## config.mk

```make
export PLATFORM = sky130hd
export DESIGN_NAME = mem_stage_lsu_flat
export DESIGN_NICKNAME = d
export VERILOG_FILES = /design/src/rtl/mem_stage_lsu_if.sv /design/src/rtl/mem_stage_lsu.sv /design/src/flat_wrapper.sv
export SDC_FILE = /design/constraint.sdc
export NUM_CORES = 1
export LEC_CHECK = 0
export CELL_PAD_IN_SITES_DETAIL_PLACEMENT = 1
export CELL_PAD_IN_SITES_GLOBAL_PLACEMENT = 1
export CORE_MARGIN = 5
export CORE_UTILIZATION = 23
export DETAILED_ROUTE_END_ITERATION = 8
export PLACE_DENSITY = 0.8
export SLEW_MARGIN = 5
export SYNTH_ARGS = -nofsm -noshare
export SYNTH_HDL_FRONTEND = slang
export SYNTH_SLANG_ARGS = --single-unit
```

## constraint.sdc

```tcl
create_clock -name clk -period 2.3 [get_ports clk]
set_clock_uncertainty 0.05 [all_clocks]
set_input_delay 0.46 -clock clk [delete_from_list [all_inputs] [get_ports clk]]
set_output_delay 0.46 -clock clk [all_outputs]
set_load 0.005 [all_outputs]
```

## src/rtl/mem_stage_lsu_if.sv

```systemverilog
// Data-memory port between the memory-stage LSU (master) and the data memory (slave).
//   dmem_req/dmem_we/dmem_be/dmem_addr/dmem_wdata : request side, driven by the LSU
//   dmem_ready : request accepted this cycle
//   dmem_rvalid/dmem_rdata : load data return
interface mem_stage_lsu_if #(
    parameter int unsigned XLEN   = 32,
    parameter int unsigned ADDR_W = 32
) ();
    localparam int unsigned NB = XLEN / 8;

    logic              dmem_req;
    logic              dmem_we;
    logic [NB-1:0]     dmem_be;
    logic [ADDR_W-1:0] dmem_addr;
    logic [XLEN-1:0]   dmem_wdata;
    logic              dmem_ready;
    logic              dmem_rvalid;
    logic [XLEN-1:0]   dmem_rdata;

    modport master (
        output dmem_req, dmem_we, dmem_be, dmem_addr, dmem_wdata,
        input  dmem_ready, dmem_rvalid, dmem_rdata
    );

    modport slave (
        input  dmem_req, dmem_we, dmem_be, dmem_addr, dmem_wdata,
        output dmem_ready, dmem_rvalid, dmem_rdata
    );
endinterface

```

## src/rtl/mem_stage_lsu.sv

```systemverilog
// Memory-stage load/store unit: handshaked data-memory access with wait states,
// pipeline stall, misaligned/illegal access detection, and the MEM/WB register.
//   clk, rst (async, active-low)
//   *_m inputs : M-stage control/data, held stable by upstream while stall_m=1
//   stall_m    : hold IF..M stages
//   dmem       : data-memory master port (request, byte enables, data return)
//   *_w outputs: MEM/WB pipeline register
module mem_stage_lsu #(
    parameter int unsigned XLEN   = 32,
    parameter int unsigned ADDR_W = 32
) (
    input  logic              clk,
    input  logic              rst,
    input  logic              valid_m,
    input  logic              reg_write_m,
    input  logic              mem_read_m,
    input  logic              mem_write_m,
    input  logic              result_src_m,
    input  logic [2:0]        funct3_m,
    input  logic [4:0]        rd_m,
    input  logic [XLEN-1:0]   pc_plus4_m,
    input  logic [XLEN-1:0]   alu_result_m,
    input  logic [XLEN-1:0]   write_data_m,
    output logic              stall_m,
    mem_stage_lsu_if.master   dmem,
    output logic              valid_w,
    output logic              reg_write_w,
    output logic              result_src_w,
    output logic              fault_w,
    output logic [4:0]        rd_w,
    output logic [XLEN-1:0]   pc_plus4_w,
    output logic [XLEN-1:0]   alu_result_w,
    output logic [XLEN-1:0]   read_data_w
);
    localparam int unsigned NB = XLEN / 8;
    localparam int unsigned OW = $clog2(NB);

    typedef enum logic [1:0] {S_IDLE, S_REQ, S_WAIT} state_t;

    state_t            state_q;

    logic [ADDR_W-1:0] addr_c;
    logic [OW-1:0]     off_c;
    logic [1:0]        size_c;
    logic              legal_f3_c;
    logic              misaligned_c;
    logic              mem_op_c;
    logic              fault_c;
    logic              legal_op_c;
    logic              is_load_c;
    logic              is_store_c;
    logic              req_c;
    logic              done_c;
    logic              stall_c;
    logic [NB-1:0]     size_mask_c;
    logic [XLEN-1:0]   lane_c;
    logic [XLEN-1:0]   ld_c;

    assign addr_c     = alu_result_m[ADDR_W-1:0];
    assign off_c      = addr_c[OW-1:0];
    assign size_c     = funct3_m[1:0];
    assign is_load_c  = mem_read_m;
    assign is_store_c = mem_write_m & ~mem_read_m;

    // Access-type legality: D and WU exist only on RV64
    always_comb begin
        legal_f3_c = 1'b0;
        case (funct3_m)
            3'b000, 3'b001, 3'b010, 3'b100, 3'b101: legal_f3_c = 1'b1;
            3'b011, 3'b110:                         legal_f3_c = (XLEN == 64);
            default:                                legal_f3_c = 1'b0;
        endcase
    end

    // Natural alignment check against the access size
    always_comb begin
        misaligned_c = 1'b0;
        case (size_c)
            2'd1:    misaligned_c = off_c[0];
            2'd2:    misaligned_c = |off_c[1:0];
            2'd3:    misaligned_c = |off_c;
            default: misaligned_c = 1'b0;
        endcase
    end

    assign mem_op_c   = valid_m & (mem_read_m | mem_write_m);
    assign fault_c    = mem_op_c & (~legal_f3_c | misaligned_c);
    assign legal_op_c = mem_op_c & ~fault_c;

    // Request and completion per handshake state
    always_comb begin
        req_c  = 1'b0;
        done_c = 1'b0;
        case (state_q)
            S_IDLE: begin
                req_c  = legal_op_c;
                done_c = legal_op_c & is_store_c & dmem.dmem_ready;
            end
            S_REQ: begin
                req_c  = 1'b1;
                done_c = is_store_c & dmem.dmem_ready;
            end
            S_WAIT: done_c = dmem.dmem_rvalid;
            default: begin
                req_c  = 1'b0;
                done_c = 1'b0;
            end
        endcase
    end

    assign stall_c = legal_op_c & ~done_c;

    // Reset forces the combinational handshake outputs low even with an op presented
    assign stall_m       = stall_c & rst;
    assign dmem.dmem_req = req_c & rst;
    assign dmem.dmem_we  = dmem.dmem_req & is_store_c;

    always_comb begin
        size_mask_c = NB'(1);
        case (size_c)
            2'd0:    size_mask_c = NB'(1);
            2'd1:    size_mask_c = NB'(3);
            2'd2:    size_mask_c = NB'(15);
            default: size_mask_c = NB'(255);
        endcase
    end

    assign dmem.dmem_be    = dmem.dmem_req ? NB'(size_mask_c << off_c) : '0;
    assign dmem.dmem_addr  = {addr_c[ADDR_W-1:OW], OW'(0)};
    assign dmem.dmem_wdata = write_data_m << {off_c, 3'b000};

    // Load formatting: move the addressed lane to bit 0, then extend
    assign lane_c = dmem.dmem_rdata >> {off_c, 3'b000};

    always_comb begin
        ld_c = lane_c;
        case (funct3_m)
            3'b000:  ld_c = XLEN'($signed(lane_c[7:0]));
            3'b001:  ld_c = XLEN'($signed(lane_c[15:0]));
            3'b010:  ld_c = XLEN'($signed(lane_c[31:0]));
            3'b100:  ld_c = XLEN'(lane_c[7:0]);
            3'b101:  ld_c = XLEN'(lane_c[15:0]);
            3'b110:  ld_c = XLEN'(lane_c[31:0]);
            default: ld_c = lane_c;
        endcase
    end

    // Handshake state and MEM/WB register
    always_ff @(posedge clk or negedge rst) begin
        if (!rst) begin
            state_q      <= S_IDLE;
            valid_w      <= 1'b0;
            reg_write_w  <= 1'b0;
            result_src_w <= 1'b0;
            fault_w      <= 1'b0;
            rd_w         <= '0;
            pc_plus4_w   <= '0;
            alu_result_w <= '0;
            read_data_w  <= '0;
        end else begin
            case (state_q)
                S_IDLE: begin
                    if (legal_op_c) begin
                        if (!dmem.dmem_ready) state_q <= S_REQ;
                        else if (!is_store_c) state_q <= S_WAIT;
                    end
                end
                S_REQ: begin
                    if (dmem.dmem_ready) state_q <= is_store_c ? S_IDLE : S_WAIT;
                end
                S_WAIT: begin
                    if (dmem.dmem_rvalid) state_q <= S_IDLE;
                end
                default: state_q <= S_IDLE;
            endcase

            valid_w      <= 1'b0;
            reg_write_w  <= 1'b0;
            result_src_w <= 1'b0;
            fault_w      <= 1'b0;
            rd_w         <= '0;
            pc_plus4_w   <= '0;
            alu_result_w <= '0;
            read_data_w  <= '0;
            if (fault_c) begin
                // Faulting access retires as a bubble carrying the bad address
                fault_w      <= 1'b1;
                alu_result_w <= alu_result_m;
            end else if (valid_m && !stall_c) begin
                valid_w      <= 1'b1;
                reg_write_w  <= reg_write_m;
                result_src_w <= result_src_m;
                rd_w         <= rd_m;
                pc_plus4_w   <= pc_plus4_m;
                alu_result_w <= alu_result_m;
                read_data_w  <= (legal_op_c && is_load_c) ? ld_c : '0;
            end
        end
    end
endmodule
```

## src/flat_wrapper.sv

```systemverilog
// flat-port wrapper written by rule: the top's interface ports become plain ports
module mem_stage_lsu_flat 
#(
    parameter int unsigned XLEN   = 32,
    parameter int unsigned ADDR_W = 32
)
  (clk, rst, valid_m, reg_write_m, mem_read_m, mem_write_m, result_src_m, funct3_m, rd_m, pc_plus4_m, alu_result_m, write_data_m, stall_m, valid_w, reg_write_w, result_src_w, fault_w, rd_w, pc_plus4_w, alu_result_w, read_data_w, dmem_dmem_req, dmem_dmem_we, dmem_dmem_be, dmem_dmem_addr, dmem_dmem_wdata, dmem_dmem_ready, dmem_dmem_rvalid, dmem_dmem_rdata);
  mem_stage_lsu_if #(.XLEN(XLEN), .ADDR_W(ADDR_W)) dmem_i ();
  input  logic clk;
  input  logic rst;
  input  logic valid_m;
  input  logic reg_write_m;
  input  logic mem_read_m;
  input  logic mem_write_m;
  input  logic result_src_m;
  input  logic [2:0] funct3_m;
  input  logic [4:0] rd_m;
  input  logic [XLEN-1:0] pc_plus4_m;
  input  logic [XLEN-1:0] alu_result_m;
  input  logic [XLEN-1:0] write_data_m;
  output logic stall_m;
  output logic valid_w;
  output logic reg_write_w;
  output logic result_src_w;
  output logic fault_w;
  output logic [4:0] rd_w;
  output logic [XLEN-1:0] pc_plus4_w;
  output logic [XLEN-1:0] alu_result_w;
  output logic [XLEN-1:0] read_data_w;
  output wire logic [$bits(dmem_i.dmem_req)-1:0] dmem_dmem_req;
  output wire logic [$bits(dmem_i.dmem_we)-1:0] dmem_dmem_we;
  output wire logic [$bits(dmem_i.dmem_be)-1:0] dmem_dmem_be;
  output wire logic [$bits(dmem_i.dmem_addr)-1:0] dmem_dmem_addr;
  output wire logic [$bits(dmem_i.dmem_wdata)-1:0] dmem_dmem_wdata;
  input wire logic [$bits(dmem_i.dmem_ready)-1:0] dmem_dmem_ready;
  input wire logic [$bits(dmem_i.dmem_rvalid)-1:0] dmem_dmem_rvalid;
  input wire logic [$bits(dmem_i.dmem_rdata)-1:0] dmem_dmem_rdata;
  assign dmem_dmem_req = dmem_i.dmem_req;
  assign dmem_dmem_we = dmem_i.dmem_we;
  assign dmem_dmem_be = dmem_i.dmem_be;
  assign dmem_dmem_addr = dmem_i.dmem_addr;
  assign dmem_dmem_wdata = dmem_i.dmem_wdata;
  assign dmem_i.dmem_ready = dmem_dmem_ready;
  assign dmem_i.dmem_rvalid = dmem_dmem_rvalid;
  assign dmem_i.dmem_rdata = dmem_dmem_rdata;
  mem_stage_lsu #(.XLEN(XLEN), .ADDR_W(ADDR_W)) u_core (.clk(clk), .rst(rst), .valid_m(valid_m), .reg_write_m(reg_write_m), .mem_read_m(mem_read_m), .mem_write_m(mem_write_m), .result_src_m(result_src_m), .funct3_m(funct3_m), .rd_m(rd_m), .pc_plus4_m(pc_plus4_m), .alu_result_m(alu_result_m), .write_data_m(write_data_m), .stall_m(stall_m), .dmem(dmem_i), .valid_w(valid_w), .reg_write_w(reg_write_w), .result_src_w(result_src_w), .fault_w(fault_w), .rd_w(rd_w), .pc_plus4_w(pc_plus4_w), .alu_result_w(alu_result_w), .read_data_w(read_data_w));
endmodule
```

### Word-level counts from Yosys, hierarchy flattened

Cells that the tools add are included.
Widths: inputs -> output; s select.

* word-level logic and storage cells: 82
* register bits after elaboration: 107
* output and inout bits: 176
* bits of input ports: 145

* bitwise logic cells: 17
* reductions and logical operators: 10
* multiplexer cells: 30
* equal/unequal tests: 13
* shifts and indexed selects: 3

Operators with widths (count)
* $mux 32: 7
* $pmux 32 s4: 1
* $shl 32x5->32: 1
* $shr 32x5->32: 1
* $mux 2: 6
* $and 1x1->1: 11
* $mux 5: 2
* $mux 1: 8
* $pmux 4 s2: 1
* $eq 2x2->1 const B: 3
* $eq 3x3->1 const B: 2
* $pmux 2 s3: 1
* $reduce_or 5->1: 1
* $eq 2x1->1 const B: 2
* $logic_not 2->1: 2
* $mux 4: 1
* $ne 2x2->1 const B: 2
* $not 1->1: 4
* $pmux 1 s2: 2
* $reduce_and 4->1: 1
* $reduce_or 2->1: 2
* $shl 4x2->4: 1
* $eq 3x1->1 const B: 1
* $eq 3x2->1 const B: 1
* other kinds (7): 9

### Logic depth before layout (Yosys ltp)

Gate-level depths: netlist of the first run.

* depth in word-level cells: 17
* depth in mapped cells: 7
* gate-level depth less buffers: 4

### Worst setup path before layout of the first run

Ideal clock, no wire load.

* kind: input to output
* from: input port alu_result_m[0]
* to: output port dmem_dmem_wdata[10]
* path buffers: 3
* stages on the path: 5
* slack: -51 ps
* data arrival time: 1841 ps
* required time: 1790 ps
* cell sequence: clkbuf_1 buf_1 buf_1 mux2i_1 nor2_1

* word-level cells in the longest chain between the ends: 1

Ends and longest elaborated chain
* start, declared: RTL line flat_wrapper.sv:19 `input logic [XLEN-1:0] alu_result_m;`
* $shl 32x5->32: RTL line mem_stage_lsu.sv:130 `assign dmem.dmem_wdata = write_data_m << {off_c, 3'b000};`
* end, declared: RTL line flat_wrapper.sv:34 `output wire logic [$bits(dmem_i.dmem_wdata)-1:0] dmem_dmem_wdata;`

No other way between the ends.

### Final worst setup path of the first run

* from: input port alu_result_m[0]
* to: output port dmem_dmem_be[2]

* word-level cells in the longest chain between the ends: 9
* elaborated cells between the ends (all ways): 10
* classes of those cells: shift (1); mux (3); bitwise (5); reduce/logical (1)

Ends and longest elaborated chain
* $reduce_or 2->1: RTL line mem_stage_lsu.sv:80, mem_stage_lsu.sv:81
* $pmux 1 s2: RTL line mem_stage_lsu.sv:78 `case (size_c)`
* $or 1x1->1: RTL line mem_stage_lsu.sv:87 `assign fault_c = mem_op_c & (~legal_f3_c | misaligned_c);`
* $and 1x1->1: RTL line mem_stage_lsu.sv:87
* $not 1->1: RTL line mem_stage_lsu.sv:88 `assign legal_op_c = mem_op_c & ~fault_c;`
* $and 1x1->1: RTL line mem_stage_lsu.sv:88
* $pmux 1 s2: RTL line mem_stage_lsu.sv:94 `case (state_q)`
* $and 1x1->1: RTL line mem_stage_lsu.sv:115 `assign dmem.dmem_req = req_c & rst;`
* $mux 4 (*): RTL line mem_stage_lsu.sv:128 `assign dmem.dmem_be = dmem.dmem_req ? NB'(size_mask_c << off_c) : '0;`
* end, declared: RTL line flat_wrapper.sv:32 `output wire logic [$bits(dmem_i.dmem_be)-1:0] dmem_dmem_be;`

Every way passes the cells marked *; elsewhere a longest branch is shown, timed or not.

==> flow_summary.ini, run 1 <==
[grt]
grt_max_degree = 64
grt_use_met1_pct = 17.3
grt_overflow = 0
grt_pass1_vias = 5086
antenna_found_initial = 1
grt-busiest-layer = met2
grt_pass1_wl_mm = 30.7
met3_usage_pct = 7.05
gr-usage-all-layers_pct = 16.9
grt_util_met2_pct = 31.6

[synth]
synth-edff-count = 0
ys_warn_count = 0
synthArstFlopShare_pct = 100
synth_seq_cells = 107
syn_area_per_cell_um2 = 10.5
seq_area_frac_synth_pct = 54.8
yosysUniqueCellTypes = 39
netlist_area_um2 = 4890
netlist_instances = 466
ys.flop_type = dfrtp_1

[pwr]
p_leak_uw = 0.00402
power.density_nw_per_um2 = 514
irDropWorstVdd_v = 0.000269

[cts]
clkSinkCount = 107
clk_pin_slew_worst_paths_ns = 0.07
cts_root_buffer = clkbuf_16
clk_latency_ns = 0.35
cts_htree_levels = 3
cts_tree = built
numCtsBuffers = 9
clockBufferDepth = 2

[status]
violations = setup timing
status = complete, but fails checks

[route]
drtAntennaViolNets = 0
routed_wl_mm = 21.2
drc = 0
dr.first_iter.drc_count = 69
wl_per_cell_um = 20.0
dr.pass1.iters = 4
num_vias = 4645
avgViaCountPerCell = 4.37

[floorplanning]
num_rows = 53
ios = 321
die_h_um = 156
start_util_pct = 23.3
core_area_um2 = 21000
die_w_um = 156
die_area_um2 = 24300

[final_layout]
drive_gt1_share_pct = 11.9
diodes = 0
final_common_cell = clkdlybuf4s50_1
area_delta_synth_final_pct = 81.1
mostFrequentLayoutCells = clkdlybuf4s50_1 (281), dfrtp_1 (107), and2_1 (85)
nets = 929

[worst_setup_path]
cp_slowest_cell = or4_4
start_kind = input pin
rrSetupSlack_ns = 0.42
cp.arrival_ns = 1.91
max_stage_delay_ns = 0.55
worst_r2r_path_depth = 5
path_max_fanout = 4
required_ns = 1.79
crit_start = alu_result_m[0]
cp-end-kind = primary output
crit_chain = buf_6 -> or4_4 -> a21oi_2 -> o211ai_1 -> buf_4 -> a211oi_4 -> buf_2
path_class = input pin to primary output
r2r_end = u_core.read_data_w[25]
r2r_start = u_core.state_q[1]

[sta]
rsz0062_at_grt = true
final-setup-viol-count = 10
drv_slew = 0
hold_viol_final = 0
tightest_slew_ns = 0.806
fin_setup_tns_ns = -0.527
fmax_ghz = 0.414
whs_ns = 0.298
slew_headroom_pct = 46.3
worst_slack_ns = -0.117
period_minus_slack_ns = 2.42
finalCritPeriodShare_pct = 105

[min_path]
hold_path_class = input pin to async pin

[placed_design]
portBuffers = 318
place_congestion = 0.796
hpwl_mm = 16.8

[run]
max-cap-violations = 0
## metal layers
| metal | share of wire [%] | up-vias | wire (µm) |
|---|---|---|---|
| met5 | 0.094 | - | 20 |
| met4 | 1.8 | 2 | 379 |
| met3 | 10 | 18 | 2200 |
| met2 | 52 | 219 | 11000 |
| met1 | 36 | 2266 | 7600 |
| li1 | - | 2140 | - |
## synth_stat cells, types with 3 or more instances
cell type / number / area share (%)
nand2_1: 20 / 1.5
dfrtp_1: 107 / 55
nor2_1: 46 / 3.5
buf_1: 5 / 0.38
mux2i_1: 33 / 6.8
and2_1: 85 / 11
buf_6: 3 / 0.69
clkbuf_1: 23 / 1.8
o21ai_0: 18 / 1.8
a211oi_1: 23 / 3.5
inv_1: 3 / 0.23
buf_4: 32 / 4.9
nor2b_1: 16 / 2.0
a21oi_1: 24 / 2.5
## logic make-up after synthesis
family / synth area share, %
AO/OA/AOI/OAI: 9.93
AND/OR/NAND/NOR: 20.0
XOR/XNOR: 0.179
buffers and inverters: 8.06
multiplexers: 6.99
flip-flops: 54.8
other: 0.0767
## critical path: cells and delay by family
| family | cells | cell delay, ns |
|---|---|---|
| AO/OA/AOI/OAI | 3 | 0.46 |
| buffers and inverters | 3 | 0.44 |
| AND/OR/NAND/NOR | 1 | 0.55 |
## what timing repair did
action / CTS / global route
buffers inserted: 5 / 1
gates cloned: 2 / 0
hold buffers: 0 / 0
pin swaps: 5 / 2
gates resized for setup: 60 / 20
endpoints found under the setup margin: 39 / 25
## cell type report
| type | instances | area [µm²] |
|---|---|---|
| Clock buffer | 10 | 229 |
| Clock inverter | 6 | 57.6 |
| Fill cell | 2334 | 12100 |
| Inverter | 4 | 15.0 |
| Multi-Input combinational cell | 293 | 1870 |
| Sequential cell | 107 | 2680 |
| Tap cell | 275 | 344 |
| Timing Repair Buffer | 369 | 3660 |
## where the power goes
part / leakage, µW / internal [µW] / switching [µW]
Clock: 0.000141 / 762 / 760
Sequential: 0.00143 / 1960 / 24.9
Combinational: 0.00245 / 637 / 412
Total: 0.00402 / 3360 / 1200
## state kept, by name, indices dropped and copies added (netlist names)
name	flops
u_core.state_q	2
u_core.valid_w	1
u_core.reg_write_w	1
u_core.fault_w	1
u_core.result_src_w	1
u_core.alu_result_w	32
u_core.rd_w	5
u_core.pc_plus4_w	32
u_core.read_data_w	32
## metrics by stage
stage	power, µW	setup WS [ns]	utilization (%)	instance area, µm²	cells
3_3_place_gp	3040	-1.08	40.1	8400	1040
6_report	4550	-0.117	42.2	8850	1064
2_1_floorplan	2330	0.0147	-	4900	467
4_1_cts	4640	-0.125	42.0	8790	1063
3_5_place_dp	3070	-1.11	40.1	8400	1040
5_1_grt	4800	-0.199	42.2	8850	1064
## how the worst max path moves through the flow
stage	endpoint	slack [ns]	depth (start not counted)
after global placement	dmem_dmem_be[2]	-1.08	7
after floorplan	dmem_dmem_be[2]	0.01	5
after detailed placement	dmem_dmem_be[2]	-1.11	7
final	dmem_dmem_be[2]	-0.12	7
after global routing	dmem_dmem_be[2]	-0.20	7
after CTS	dmem_dmem_be[2]	-0.13	7
No activity file was read; power rests on OpenSTA's default activity.
==> run 2, diff against run 1 <==
--- a/config.mk
+++ b/config.mk
@@ -10,7 +10,7 @@
 export CORE_MARGIN = 5
 export CORE_UTILIZATION = 23
 export DETAILED_ROUTE_END_ITERATION = 8
-export PLACE_DENSITY = 0.8
+export PLACE_DENSITY_LB_ADDON = 0.3
 export SLEW_MARGIN = 5
 export SYNTH_ARGS = -nofsm -noshare
 export SYNTH_HDL_FRONTEND = slang
==> run 2 against run 1 <==
  * The run still ends with setup timing left
  * Critical path depth up 2
  * First-iteration DRC count grew 28%
  * Cell count shrank 0.47%
  * Via count rose by 0.32%
  * Sequential share of layout area hardly changed
  * Critical endpoint is now dmem_dmem_be[3]
==> flow_summary.ini, run 2 (synthesis gave the netlist of run 1 again) <==
[min_path]
hold_path_class = input pin to async pin

[pwr]
total_power_uw = 4650
irDropWorstVdd_v = 0.000293
p_clk_share_pct = 34.9
p_int_uw = 3480
combPwrFrac_pct = 22.5
p_leak_uw = 0.00394
p_seq_share_pct = 42.6
p_sw_uw = 1160
power.density_nw_per_um2 = 526
p_sw_share_pct = 25.1

[sta]
whs_ns = 0.0528
hold_viol_final = 0
slew_headroom_pct = 52.4
tightest_slew_ns = 0.714
final-setup-viol-count = 19
finalCritPeriodShare_pct = 111
fmax_ghz = 0.391
rsz0062_at_grt = true
drv_slew = 0
worst_slack_ns = -0.257
period_minus_slack_ns = 2.56
fin_setup_tns_ns = -1.69

[final_layout]
diodes = 0
drive_gt1_share_pct = 11.7
final_common_cell = clkdlybuf4s50_1
nFillCells = 2330
fin_cells = 1059
fin_area_um2 = 8840
area_delta_synth_final_pct = 80.8
reg.largest.list = u_core.alu_result_w: 32 flops, u_core.pc_plus4_w: 32 flops, u_core.read_data_w: 32 flops
mostFrequentLayoutCells = clkdlybuf4s50_1 (286), dfrtp_1 (107), and2_1 (85)
nets = 924

[route]
wl_per_cell_um = 19.3
dr.first_iter.drc_count = 88
num_vias = 4660
dr.pass1.iters = 4
drc = 0
routed_wl_mm = 20.4
drtAntennaViolNets = 0
avgViaCountPerCell = 4.40

[grt]
grt_pass1_vias = 5337
gr-usage-all-layers_pct = 16.4
grt_pass1_wl_mm = 30.9
grt_overflow = 0
antenna_found_initial = 0
grt_max_degree = 72

[worst_setup_path]
path_class = input pin to primary output
required_ns = 1.79
path_max_fanout = 2
cp.arrival_ns = 2.05
start_kind = input pin
cp-end-kind = primary output

[cts]
cts_hold_buf = 0
numCtsBuffers = 9
cts_root_buffer = clkbuf_16
cts_htree_levels = 3
clkSinkCount = 107
clk_pin_slew_worst_paths_ns = 0.07
cts_tree = built
clk_latency_ns = 0.34
clockBufferDepth = 2

[run]
max-cap-violations = 0

[placed_design]
post_dp_cell_area_um2 = 8320
dp_cells = 1031
hpwl_mm = 15.8
portBuffers = 318
place_congestion = 0.840

[status]
violations = setup timing
status = complete, but fails checks

[floorplanning]
num_rows = 53
start_util_pct = 23.3
die_area_um2 = 24300
ios = 321
die_h_um = 156
core_area_um2 = 21000
die_w_um = 156
==> run 2: changes by cell type in the layout (fill, tap and decap cells not counted), sizes merged <==
cell,change
buf,-6
bufinv,+1
clkbuf,+1
clkdlybuf4s15,+1
clkdlybuf4s50,+5
clkinv,+1
dlymetal6s2s,-6
inv,-2
==> run 2: power by group through the flow <==
stage | Clock, µW | Combinational, µW | Sequential, µW
floorplan | 0 | 306 | 2030
global placement | 0 | 1000 | 2020
detailed placement | 0 | 1020 | 2020
CTS | 1670 | 1060 | 1980
global route | 1750 | 1130 | 1990
finish | 1620 | 1050 | 1980
==> run 2: worst max-delay path: stages <==
cell and delay (ns):
buf_8 0.10, or4_4 0.57, a21oi_4 0.16, o211ai_1 0.14, buf_4 0.18, buf_6 0.11, buf_6 0.11, a21oi_2 0.10
buf_2 0.13
==> run 2: path summary, 6_finish.rpt <==
check / start / endpoint / depth (start not counted) / slack [ns]
setup / recovery: alu_result_m[0] / dmem_dmem_be[3] / 9 / -0.26
hold / removal: rst / u_core.state_q[1] / 2 / 0.05
setup reg to reg: u_core.state_q[1] / u_core.read_data_w[25] / 5 / 0.52
hold reg to reg: u_core.state_q[0] / u_core.state_q[1] / 1 / 0.51
max in group asynchronous: rst / u_core.read_data_w[6] / 3 / 0.98
min in group clk: u_core.state_q[0] / u_core.state_q[1] / 1 / 0.51
==> run 2: per-stage QoR <==
step	setup WS, ns	util (%)
2_1_floorplan	0.0147	-
3_3_place_gp	-0.968	39.7
3_5_place_dp	-1.00	39.7
4_1_cts	-0.258	42.0
5_1_grt	-0.316	42.2
6_report	-0.257	42.2
==> run 2: routing by layer <==
| layer | up-vias | routed length [µm] | share of wire [%] | GRT usage [%] |
|---|---|---|---|---|
| li1 | 2131 | - | - | - |
| met4 | 0 | 310 | 1.5 | 4.09 |
| met2 | 222 | 10600 | 52 | 30.8 |
| met3 | 20 | 1880 | 9.2 | 5.30 |
| met5 | - | 0 | 0 | 0 |
| met1 | 2287 | 7580 | 37 | 17.7 |
==> run 2: area by class of cell <==
cell class	count	area (µm²)	area share (%)
repair buffers	364	3610	40.9
flip-flops and latches	107	2680	30.3
multi-input cells	293	1870	21.2
well taps	275	344	3.89
clock buffers	10	239	2.70
clock inverters	6	72.6	0.821
inverters	4	15.0	0.170
==> run 2: what timing repair did <==
item	in CTS	in global routing
buffers inserted	8	3
gates cloned	2	0
setup endpoints to repair	40	29
endpoints found under the hold margin	0	0
pin swaps	7	3
gates resized for setup	73	11
==> run 3, diff against run 2 <==
--- a/config.mk
+++ b/config.mk
@@ -7,10 +7,11 @@
 export LEC_CHECK = 0
 export CELL_PAD_IN_SITES_DETAIL_PLACEMENT = 1
 export CELL_PAD_IN_SITES_GLOBAL_PLACEMENT = 1
-export CORE_MARGIN = 5
 export CORE_UTILIZATION = 23
+export CTS_CLUSTER_SIZE = 28
 export DETAILED_ROUTE_END_ITERATION = 8
 export PLACE_DENSITY_LB_ADDON = 0.3
+export SKIP_CTS_REPAIR_TIMING = 1
 export SLEW_MARGIN = 5
 export SYNTH_ARGS = -nofsm -noshare
 export SYNTH_HDL_FRONTEND = slang
==> run 3 against run 2 <==
  * The flow still finishes with violations (setup timing)
  * Power is 1.9% lower
  * Sequential power hardly changed
  * Critical path depth is 1 lower
  * Worst setup slack worse by 0.00062 ns
  * Global-route usage is 0.53 points higher
  * Combinational power hardly changed
==> flow_summary.ini, run 3 (synthesis gave the netlist of run 1 again) <==
[status]
status = complete, but fails checks
violations = setup timing

[final_layout]
drive_gt1_share_pct = 10.8
area_delta_synth_final_pct = 79.7
mostFrequentLayoutCells = clkdlybuf4s50_1 (287), dfrtp_1 (107), and2_1 (85)
fin_area_um2 = 8780
diodes = 0
final_util_pct = 42.7
nets = 920
final_common_cell = clkdlybuf4s50_1
reg.largest.list = u_core.alu_result_w: 32 flops, u_core.pc_plus4_w: 32 flops, u_core.read_data_w: 32 flops

[sta]
fin_setup_tns_ns = -0.906
slew_headroom_pct = 45.7
drv_slew = 0
period_minus_slack_ns = 2.56
final-setup-viol-count = 7
rsz0062_at_grt = true
finalCritPeriodShare_pct = 111
tightest_slew_ns = 0.814
worst_slack_ns = -0.257
fmax_ghz = 0.391
hold_viol_final = 0
whs_ns = 0.172

[placed_design]
hpwl_mm = 15.1
post-place-ws_ns = -1.07
place_congestion = 0.837
post_dp_cell_area_um2 = 8320
portBuffers = 318

[cts]
cts_htree_levels = 3
clk_latency_ns = 0.35
clkSinkCount = 107
clockBufferDepth = 2
numCtsBuffers = 9
clk_pin_slew_worst_paths_ns = 0.08
cts_tree = built
cts_root_buffer = clkbuf_16

[floorplanning]
num_rows = 52
start_util_pct = 23.8
die_area_um2 = 21800
ios = 321
die_h_um = 148
core_area_um2 = 20600
die_w_um = 148

[worst_setup_path]
crit_chain = buf_6 -> or4_4 -> a21oi_4 -> o211ai_1 -> buf_4 -> buf_12 -> a211oi_2 -> buf_2
cp.arrival_ns = 2.05
path_class = input pin to primary output
cp-end-kind = primary output
start_kind = input pin
cp_slowest_cell = or4_4
rrSetupSlack_ns = 0.57
required_ns = 1.79
path_max_fanout = 3
max_stage_delay_ns = 0.56

[route]
routed_wl_mm = 18.8
num_vias = 4518
avgViaCountPerCell = 4.30
dr.pass1.iters = 4
wl_per_cell_um = 17.9
drtAntennaViolNets = 0
drc = 0
dr.first_iter.drc_count = 103

[pwr]
irDropWorstVdd_v = 0.000262
p_leak_uw = 0.00398
power.density_nw_per_um2 = 519

[grt]
grt_pass1_wl_mm = 27.6
grt_pass1_vias = 4855
grt_max_degree = 65
grt_overflow = 0
gr-usage-all-layers_pct = 16.9
antenna_found_initial = 0

[run]
max-cap-violations = 0

[min_path]
hold_path_class = input pin to async pin
==> run 3: cell types whose count changed in the layout (fill, tap and decap cells not counted), moves of 3 or more <==
cell	delta
clkinv_4	-3
dlymetal6s2s_1	+14
buf_6	-3
dlygate4sd2_1	-13
buf_2	-3
buf_12	+3
==> run 3: routing by layer <==
layer  up-vias  part of all wire [%]  global-route usage (%)  wire length [µm]
met4         0                   1.1                    4.28               202
met3        12                   8.1                    5.12              1520
met1      2185                    37                    17.8              6960
met5         -                     0                       0                 0
li1       2118                     -                       -                 -
met2       203                    54                    32.5             10100
==> run 3: cell type report <==
class                           count  area, µm²
Clock buffer                        9        225
Inverter                            4       15.0
Multi-Input combinational cell    293       1870
Sequential cell                   107       2680
Clock inverter                      7       80.1
Tap cell                          270        338
Fill cell                        2288      11800
Timing Repair Buffer              360       3580
==> run 3: report_power, final <==
part / switching [µW] / internal [µW]
clock: 781 / 777
sequential: 23.2 / 1960
combinational: 395 / 625
==> run 3: path summary, 6_finish.rpt <==
path,start,endpoint,depth (start not counted)
setup / recovery,funct3_m[0],dmem_dmem_be[2],8
hold / removal,rst,u_core.alu_result_w[2],2
setup reg to reg,u_core.state_q[1],u_core.read_data_w[23],5
hold reg to reg,u_core.state_q[0],u_core.state_q[1],1
max in group asynchronous,rst,u_core.read_data_w[8],3
min in group clk,u_core.state_q[0],u_core.state_q[1],1
==> run 3: worst max-delay path: cells and delay by family <==
family / cells / cell delay (ns)
AO/OA/AOI/OAI: 3 / 0.47
AND/OR/NAND/NOR: 1 / 0.56
buffers and inverters: 4 / 0.54
==> run 3: metrics by stage <==
| stage | cells | power [µW] |
|---|---|---|
| 2_1_floorplan | 467 | 2330 |
| 3_3_place_gp | 1027 | 3010 |
| 3_5_place_dp | 1027 | 3030 |
| 4_1_cts | 1043 | 4620 |
| 5_1_grt | 1050 | 4780 |
| 6_report | 1050 | 4560 |
